[src/rtl/pattern_scan_ctrl.sv]
// Round-robin two-requester front end for a shared bit-serial "1101" Moore detector.
// Each granted word is shifted MSB-first, then flushed; the hit count is returned over valid/ready.
module pattern_scan_ctrl #(
  parameter int unsigned WIDTH = 8,
  parameter int unsigned CNT_W = $clog2(WIDTH + 1)
) (
  input  logic             clk,
  input  logic             n_rst,
  input  logic             req0_valid,
  input  logic [WIDTH-1:0] req0_data,
  output logic             req0_ready,
  input  logic             req1_valid,
  input  logic [WIDTH-1:0] req1_data,
  output logic             req1_ready,
  output logic             det_i,
  input  logic             det_o,
  output logic             res_valid,
  output logic             res_id,
  output logic [CNT_W-1:0] res_count,
  input  logic             res_ready,
  output logic             busy
);

  localparam int unsigned BitW = $clog2(WIDTH);
  localparam logic [BitW-1:0] LastBit = BitW'(WIDTH - 1);
  localparam logic [CNT_W-1:0] CntMax = '1;

  typedef enum logic [1:0] {StIdle, StShift, StFlush, StDone} state_e;

  state_e           state_q, state_d;
  logic [WIDTH-1:0] shift_q, shift_d;
  logic [BitW-1:0]  bit_q, bit_d;
  logic [CNT_W-1:0] hit_q, hit_d;
  logic             id_q, id_d;
  logic             last_grant_q, last_grant_d;
  logic             gnt0, gnt1, hit_inc;

  // last_grant_q = 1 means requester 0 has priority on a tie.
  assign gnt0 = req0_valid & (~req1_valid | last_grant_q);
  assign gnt1 = req1_valid & (~req0_valid | ~last_grant_q);

  always_comb begin
    state_d      = state_q;
    shift_d      = shift_q;
    bit_d        = bit_q;
    hit_d        = hit_q;
    id_d         = id_q;
    last_grant_d = last_grant_q;
    hit_inc      = 1'b0;
    det_i        = 1'b0;
    res_valid    = 1'b0;
    busy         = 1'b1;
    req0_ready   = 1'b0;
    req1_ready   = 1'b0;
    case (state_q)
      StIdle: begin
        busy       = 1'b0;
        req0_ready = gnt0 & n_rst;
        req1_ready = gnt1 & n_rst;
        if (gnt0 || gnt1) begin
          shift_d      = gnt0 ? req0_data : req1_data;
          id_d         = gnt1;
          last_grant_d = gnt1;
          hit_d        = '0;
          bit_d        = '0;
          state_d      = StShift;
        end
      end
      StShift: begin
        det_i   = shift_q[WIDTH-1];
        shift_d = {shift_q[WIDTH-2:0], 1'b0};
        // det_o reflects the previous bit, so bit 0 has nothing to report yet.
        hit_inc = (bit_q != '0) & det_o;
        if (bit_q == LastBit) begin
          bit_d   = '0;
          state_d = StFlush;
        end else begin
          bit_d = bit_q + BitW'(1);
        end
      end
      StFlush: begin
        hit_inc = (bit_q == '0) & det_o;
        if (bit_q == BitW'(1)) begin
          bit_d   = '0;
          state_d = StDone;
        end else begin
          bit_d = bit_q + BitW'(1);
        end
      end
      StDone: begin
        res_valid = 1'b1;
        if (res_ready) state_d = StIdle;
      end
      default: begin
        busy    = 1'b0;
        state_d = StIdle;
      end
    endcase
    if (hit_inc && (hit_q != CntMax)) hit_d = hit_q + CNT_W'(1);
  end

  always_ff @(posedge clk or negedge n_rst) begin
    if (!n_rst) begin
      state_q      <= StIdle;
      shift_q      <= '0;
      bit_q        <= '0;
      hit_q        <= '0;
      id_q         <= 1'b0;
      last_grant_q <= 1'b1;
    end else begin
      state_q      <= state_d;
      shift_q      <= shift_d;
      bit_q        <= bit_d;
      hit_q        <= hit_d;
      id_q         <= id_d;
      last_grant_q <= last_grant_d;
    end
  end

  assign res_id    = id_q;
  assign res_count = hit_q;

endmodule

[config.mk]
export PLATFORM = sky130hd
export DESIGN_NAME = pattern_scan_ctrl
export DESIGN_NICKNAME = d
export VERILOG_FILES = /design/src/rtl/pattern_scan_ctrl.sv
export SDC_FILE = /design/constraint.sdc
export NUM_CORES = 1
export LEC_CHECK = 0
export ABC_AREA = 1
export BUFFER_PORTS_ARGS = -buffer_cell sky130_fd_sc_hd__buf_4
export CORE_MARGIN = 2
export CORE_UTILIZATION = 52
export DETAILED_ROUTE_END_ITERATION = 6
export HOLD_SLACK_MARGIN = 0.03
export PLACE_DENSITY = 0.84
export SLEW_MARGIN = 0
export SYNTH_ARGS = -nofsm -noshare
export SYNTH_HDL_FRONTEND = slang
export SYNTH_SLANG_ARGS = --single-unit
[constraint.sdc]
create_clock -name clk -period 2.1 [get_ports clk]
set_clock_uncertainty 0.2 [all_clocks]
set_input_delay 0.42 -clock clk [delete_from_list [all_inputs] [get_ports clk]]
set_output_delay 0.42 -clock clk [all_outputs]
set_load 0.03 [all_outputs]
After elaboration in Yosys (flattened, before gate mapping)
Cells that the tools add are included.
{"block": "word_totals", "register_bits": 19, "in_bits": 22, "out_inout_bits": 10, "wordCells": 64}
{"block": "classes", "addsub": 2, "n_eq_ne": 10, "n_mux": 21, "n_bitwise": 11, "n_reduce_logical": 14}
{"op": "2-to-1 mux 8 bit", "count": 2}
{"op": "case mux 8 bit (2 select lines)", "count": 1}
{"op": "2-to-1 mux 4 bit", "count": 3}
{"op": "2-to-1 mux 3 bit", "count": 3}
{"op": "case mux 3 bit (3 select lines)", "count": 1}
{"op": "2-to-1 mux 2 bit", "count": 4}
{"op": "inequality test 2 bit (second input constant)", "count": 4}
{"op": "case mux 2 bit (4 select lines)", "count": 1}
{"op": "AND reduction 2 bit", "count": 4}
{"op": "AND 1 bit", "count": 6}
{"op": "nonzero test 2 bit", "count": 3}
{"op": "nonzero test 3 bit", "count": 2}
{"op": "2-to-1 mux 1 bit", "count": 5}
{"op": "adder 4 x 1 -> 4 bit (second input constant)", "count": 1}
{"op": "== test 2 bit (second input constant)", "count": 2}
{"op": "inequality test 4 bit (second input constant)", "count": 1}
{"op": "AND reduction 4 bit", "count": 1}
{"op": "adder 3 x 1 -> 3 bit (second input constant)", "count": 1}
{"op": "== test 3 x 1 -> 1 bit (second input constant)", "count": 1}
{"op": "== test 3 bit (second input constant)", "count": 1}
{"op": "logical NOT 3 bit", "count": 1}
{"op": "inverter 1 bit", "count": 3}
{"op": "== test 2 x 1 -> 1 bit (second input constant)", "count": 1}
{"op": "logical NOT 2 bit", "count": 1}
{"op": "4 further kinds", "count": 5}

Logic depth before layout (Yosys ltp)
{"block": "depth", "ltp_word": 7, "ltp_mapped": 9, "depth_no_buf": 9}

Worst setup path before layout
OpenSTA, ideal clock, no wires.
{"block": "synth_timing", "path_kind": "register -> output", "start": "register state_q[0]", "end": "output req0_ready", "arrival_ps": 1650, "required_time_ps": 1480, "setup_slack_ps": -170, "stages_incl_launch_ff": 5, "n_path_buf": 0, "path_cell_list": "dfrtp_1 > inv_1 > ha_1 > inv_1 > nor3_1"}
{"block": "synth_via", "elab_chain_len": 2}
{"element": "from (decl)", "line": "30", "text": "state_e state_q, state_d;"}
{"element": "from (signal assigned)", "line": "104", "text": "state_q <= StIdle;"}
{"element": "from (signal assigned)", "line": "111", "text": "state_q <= state_d;"}
{"element": "logical NOT 2 bit", "line": "55", "text": "case (state_q)"}
{"element": "2-to-1 mux 1 bit", "line": "55"}
{"element": "to (decl)", "line": "11", "text": "output logic req0_ready,"}
Every way passes these cells.

Worst setup path in the final report
{"block": "layout_timing", "start": "register state_q[0]", "end": "output req1_ready"}
{"block": "layout_via", "elab_chain_len": 2}
{"element": "logical NOT 2 bit", "line": "55"}
{"element": "2-to-1 mux 1 bit", "line": "55"}
{"element": "to (decl)", "line": "14", "text": "output logic req1_ready,"}
Every way passes these cells.

==> results by group <==
Cells and area
  – Fillers: 206
  – Post-route design area: 1660 um^2
  – Final non-filler cell total: 254
  – Fin nets: 258
  – Layout Area Growth over Synthesis: 28.5%
  – Share of layout cells above drive strength 1: 26.3%
  – Antenna diode count: 0

Synth
  – #FFs+latches synth: 19
  – Cell Area, Synth: 1290 um^2
  – Post-Syn Instances: 182
  – Synth warn: 0
  – Unique masters post-synth: 24
  – Area leader, netlist: dfrtp_1
  – Sequential area share after synthesis: 36.8%
  – Syn_nets: 215
  – Top cell type's share of synthesized area: 34.8%
  – Main area contributors after synthesis: dfrtp_1 35%, nand2_1 17%, nand3_1 11%
  – Avg Cell Area, Syn: 7.12 um^2

Placement
  – Placed instance area: 1560 um^2
  – Placed cell count: 242
  – Placer Congestion: 0.800
  – HPWL Detailed: 2.12 mm
  – Port Buf Inserts: 31

Clocking
  – CTS tree: done
  – H-tree depth: 1
  – Worst-case clock buffer depth: 2
  – TritonCTS Buffers: 3
  – Sink Count: 19
  – Root Driver: clkbuf_4
  – Worst-Skew Late Latency: 0.31 ns
  – Clock-pin slew on the worst setup and hold paths: 0.11 ns

Floorplanning
  – Initial Util: 53.7%
  – Total number of placement rows: 18
  – Ports: 32
  – Die Y-Extent: 53.9 um
  – Full die area: 2910 um^2
  – Core area: 2410 um^2
  – Die W: 53.9 um

Run
  – MaxCap Viol Count: 0

Critical path
  – R2R depth: 8
  – Worst R2R End: state_q[0]$_DFFE_PN0P_
  – RR Startpoint: state_q[0]$_DFFE_PN0P_
  – Critical path arrival: 1.44 ns
  – R2R Setup Slk: 0.18 ns
  – Setup crit start: state_q[0]$_DFFE_PN0P_
  – Type of destination of the critical path: output pin
  – Setup CP Type: flip-flop to output pin
  – Worst EP required: 1.48 ns
  – Setup crit start kind: flip-flop
  – Worst-path maximum fanout: 4
  – CP endpoint: req1_ready

Pwr
  – Leakage power: 0.997 nW
  – Internal power: 1.12 mW
  – Max VDD drop: 1.01 mV
  – Sw Pwr: 1.08 mW
  – Sequential power share: 27.8%
  – Clk network pwr share: 8.6%
  – Tot Pwr: 2.20 mW
  – Sw Share: 49.0%
  – Gate power share: 63.6%
  – Pwr dens: 1320 nW/um^2

GRT
  – Grt total ovfl: 0
  – Global-route wire length before repair: 4.79 mm
  – GRT Util Overall: 23.4%
  – Largest net degree at the start of global routing: 20
  – Antenna violations before repair: 0
  – Vias in the first global route: 1,128

Timing
  – Worst-Margin Slew: 0.277 ns
  – Max transition margin: 81.5%
  – Post-route setup TNS: 0 ns
  – Final setup fails: 0
  – Max Slew Vio Count: 0
  – Period utilization: 97.9%
  – Final min period: 2.06 ns
  – RSZ-0062 raised after global routing: yes
  – Peak Freq: 0.486 GHz
  – Final hold vios: 0

Hold path
  – Hold WC Path Type: input pin to flip-flop

Drt
  – Routed WL per cell: 11.9 um
  – Drt first pass iters: 4
  – ANT nets after route: 0
  – Routed via count: 1,289
  – Routed WL: 3.02 mm
  – Via density: 5.07
  – First DRT Iteration DRCs: 37
  – Residual DRC: 0

Status
  – Outcome: finished, final reports clean
==> how the worst min path moves through the flow <==
stage | from | end | slack (ns) | cells past startpoint
after floorplan | n_rst | bit_q[0]$_DFFE_PN0P_ | -0.08 | 0
final | req1_data[4] | shift_q[4]$_DFFE_PN0P_ | 0.21 | 5
after detailed placement | n_rst | state_q[0]$_DFFE_PN0P_ | 0.20 | 2
after CTS | req1_data[4] | shift_q[4]$_DFFE_PN0P_ | 0.20 | 5
after global placement | n_rst | state_q[0]$_DFFE_PN0P_ | 0.20 | 2
after global routing | req1_data[3] | shift_q[3]$_DFFE_PN0P_ | 0.21 | 5
==> sequential cells by signal, summed over array words and instances, names as in the netlist <==
signal,cells
last_grant_q,1
state_q,2
shift_q,8
res_id,1
res_count,4
bit_q,3
==> final cells by class <==
class	count	area, um^2	share of cell area [%]
inverter	26	100	6.02
clock buffer	4	26.3	1.58
timing repair buffer	41	310	18.6
sequential	19	477	28.6
tap	30	37.5	2.26
multi-input combinational	134	713	42.9
==> what timing repair did <==
| action | CTS | global route |
|---|---|---|
| gates resized for setup | 4 | 2 |
| hold endpoints to repair | 18 | 0 |
| hold buffers | 1 | 0 |
| pin swaps | 0 | 1 |
| setup buffers | 2 | 5 |
| setup endpoints to repair | 2 | 2 |
| gates cloned | 0 | 0 |
==> critical path, stage by stage (launching register included) <==
cell and delay (ns):
dfrtp_1 0.41, inv_2 0.11, ha_4 0.17, o211ai_1 0.14
nor2_1 0.13, buf_4 0.17
==> per-layer routing <==
layer,GRT usage (%),share of wire [%]
met1,27.6,44
met3,3.06,5.6
met4,12.0,2.0
met2,41.1,49
met5,0,0
==> cells in the mapped netlist <==
| library cell | n |
|---|---|
| nor2_2 | 2 |
| inv_2 | 1 |
| dfstp_2 | 1 |
| or2_2 | 1 |
| nor3_1 | 1 |
| nand4_1 | 2 |
| dfrtp_1 | 18 |
| a21oi_1 | 2 |
| buf_2 | 1 |
| nand2_4 | 1 |
| nand3_2 | 1 |
| nand3b_1 | 1 |
| xor2_1 | 1 |
| nand3_1 | 29 |
| nand2_1 | 60 |
| inv_1 | 24 |
| or2_0 | 1 |
| nor2_1 | 15 |
| buf_6 | 2 |
| nand2_2 | 3 |
| o21ai_1 | 2 |
| o211ai_1 | 1 |
| ha_1 | 11 |
| inv_4 | 1 |
==> power by group through the flow <==
stage	Sequential (mW)	Combinational, mW	Clock [mW]
3_3_place_gp	0.621	1.20	0
2_1_floorplan	0.646	0.913	0
6_report	0.612	1.40	0.190
3_5_place_dp	0.624	1.24	0
5_1_grt	0.630	1.56	0.209
4_1_cts	0.608	1.31	0.197
==> logic make-up (layout without fill, tap and decap cells) <==
kind of cell / after synthesis / count (layout) / share of synthesized area [%]
xor gates and xnor gates: 1 / 1 / 0.676
and+or+nand+nor: 117 / 117 / 39.9
buffers and inverters: 29 / 71 / 9.85
DFF: 19 / 19 / 36.8
AOI/OAI and AO/OA: 5 / 5 / 2.13
adders and majority gates: 11 / 11 / 10.6
==> layout by cell type, fill, tap and decap left out, types with 2 or more instances in the layout <==
master	n
a21oi_1	2
clkbuf_4	3
nor2_1	15
nand3_1	29
buf_4	40
dfrtp_1	18
nand2_2	2
o21ai_1	2
nor2_2	2
ha_1	10
nand2_4	2
inv_1	21
inv_2	4
nand2_1	60
nand4_1	2
==> per-stage QoR <==
step	hold WS (ns)	setup WS [ns]	util, %
CTS	0.204	0.0405	67.3
finish	0.208	0.0437	69.1
floorplan	-0.0756	0.0717	-
global placement	0.203	0.271	64.6
global route	0.211	-0.0331	69.1
detailed placement	0.204	0.226	64.6
(Power assumes the default switching activity.)
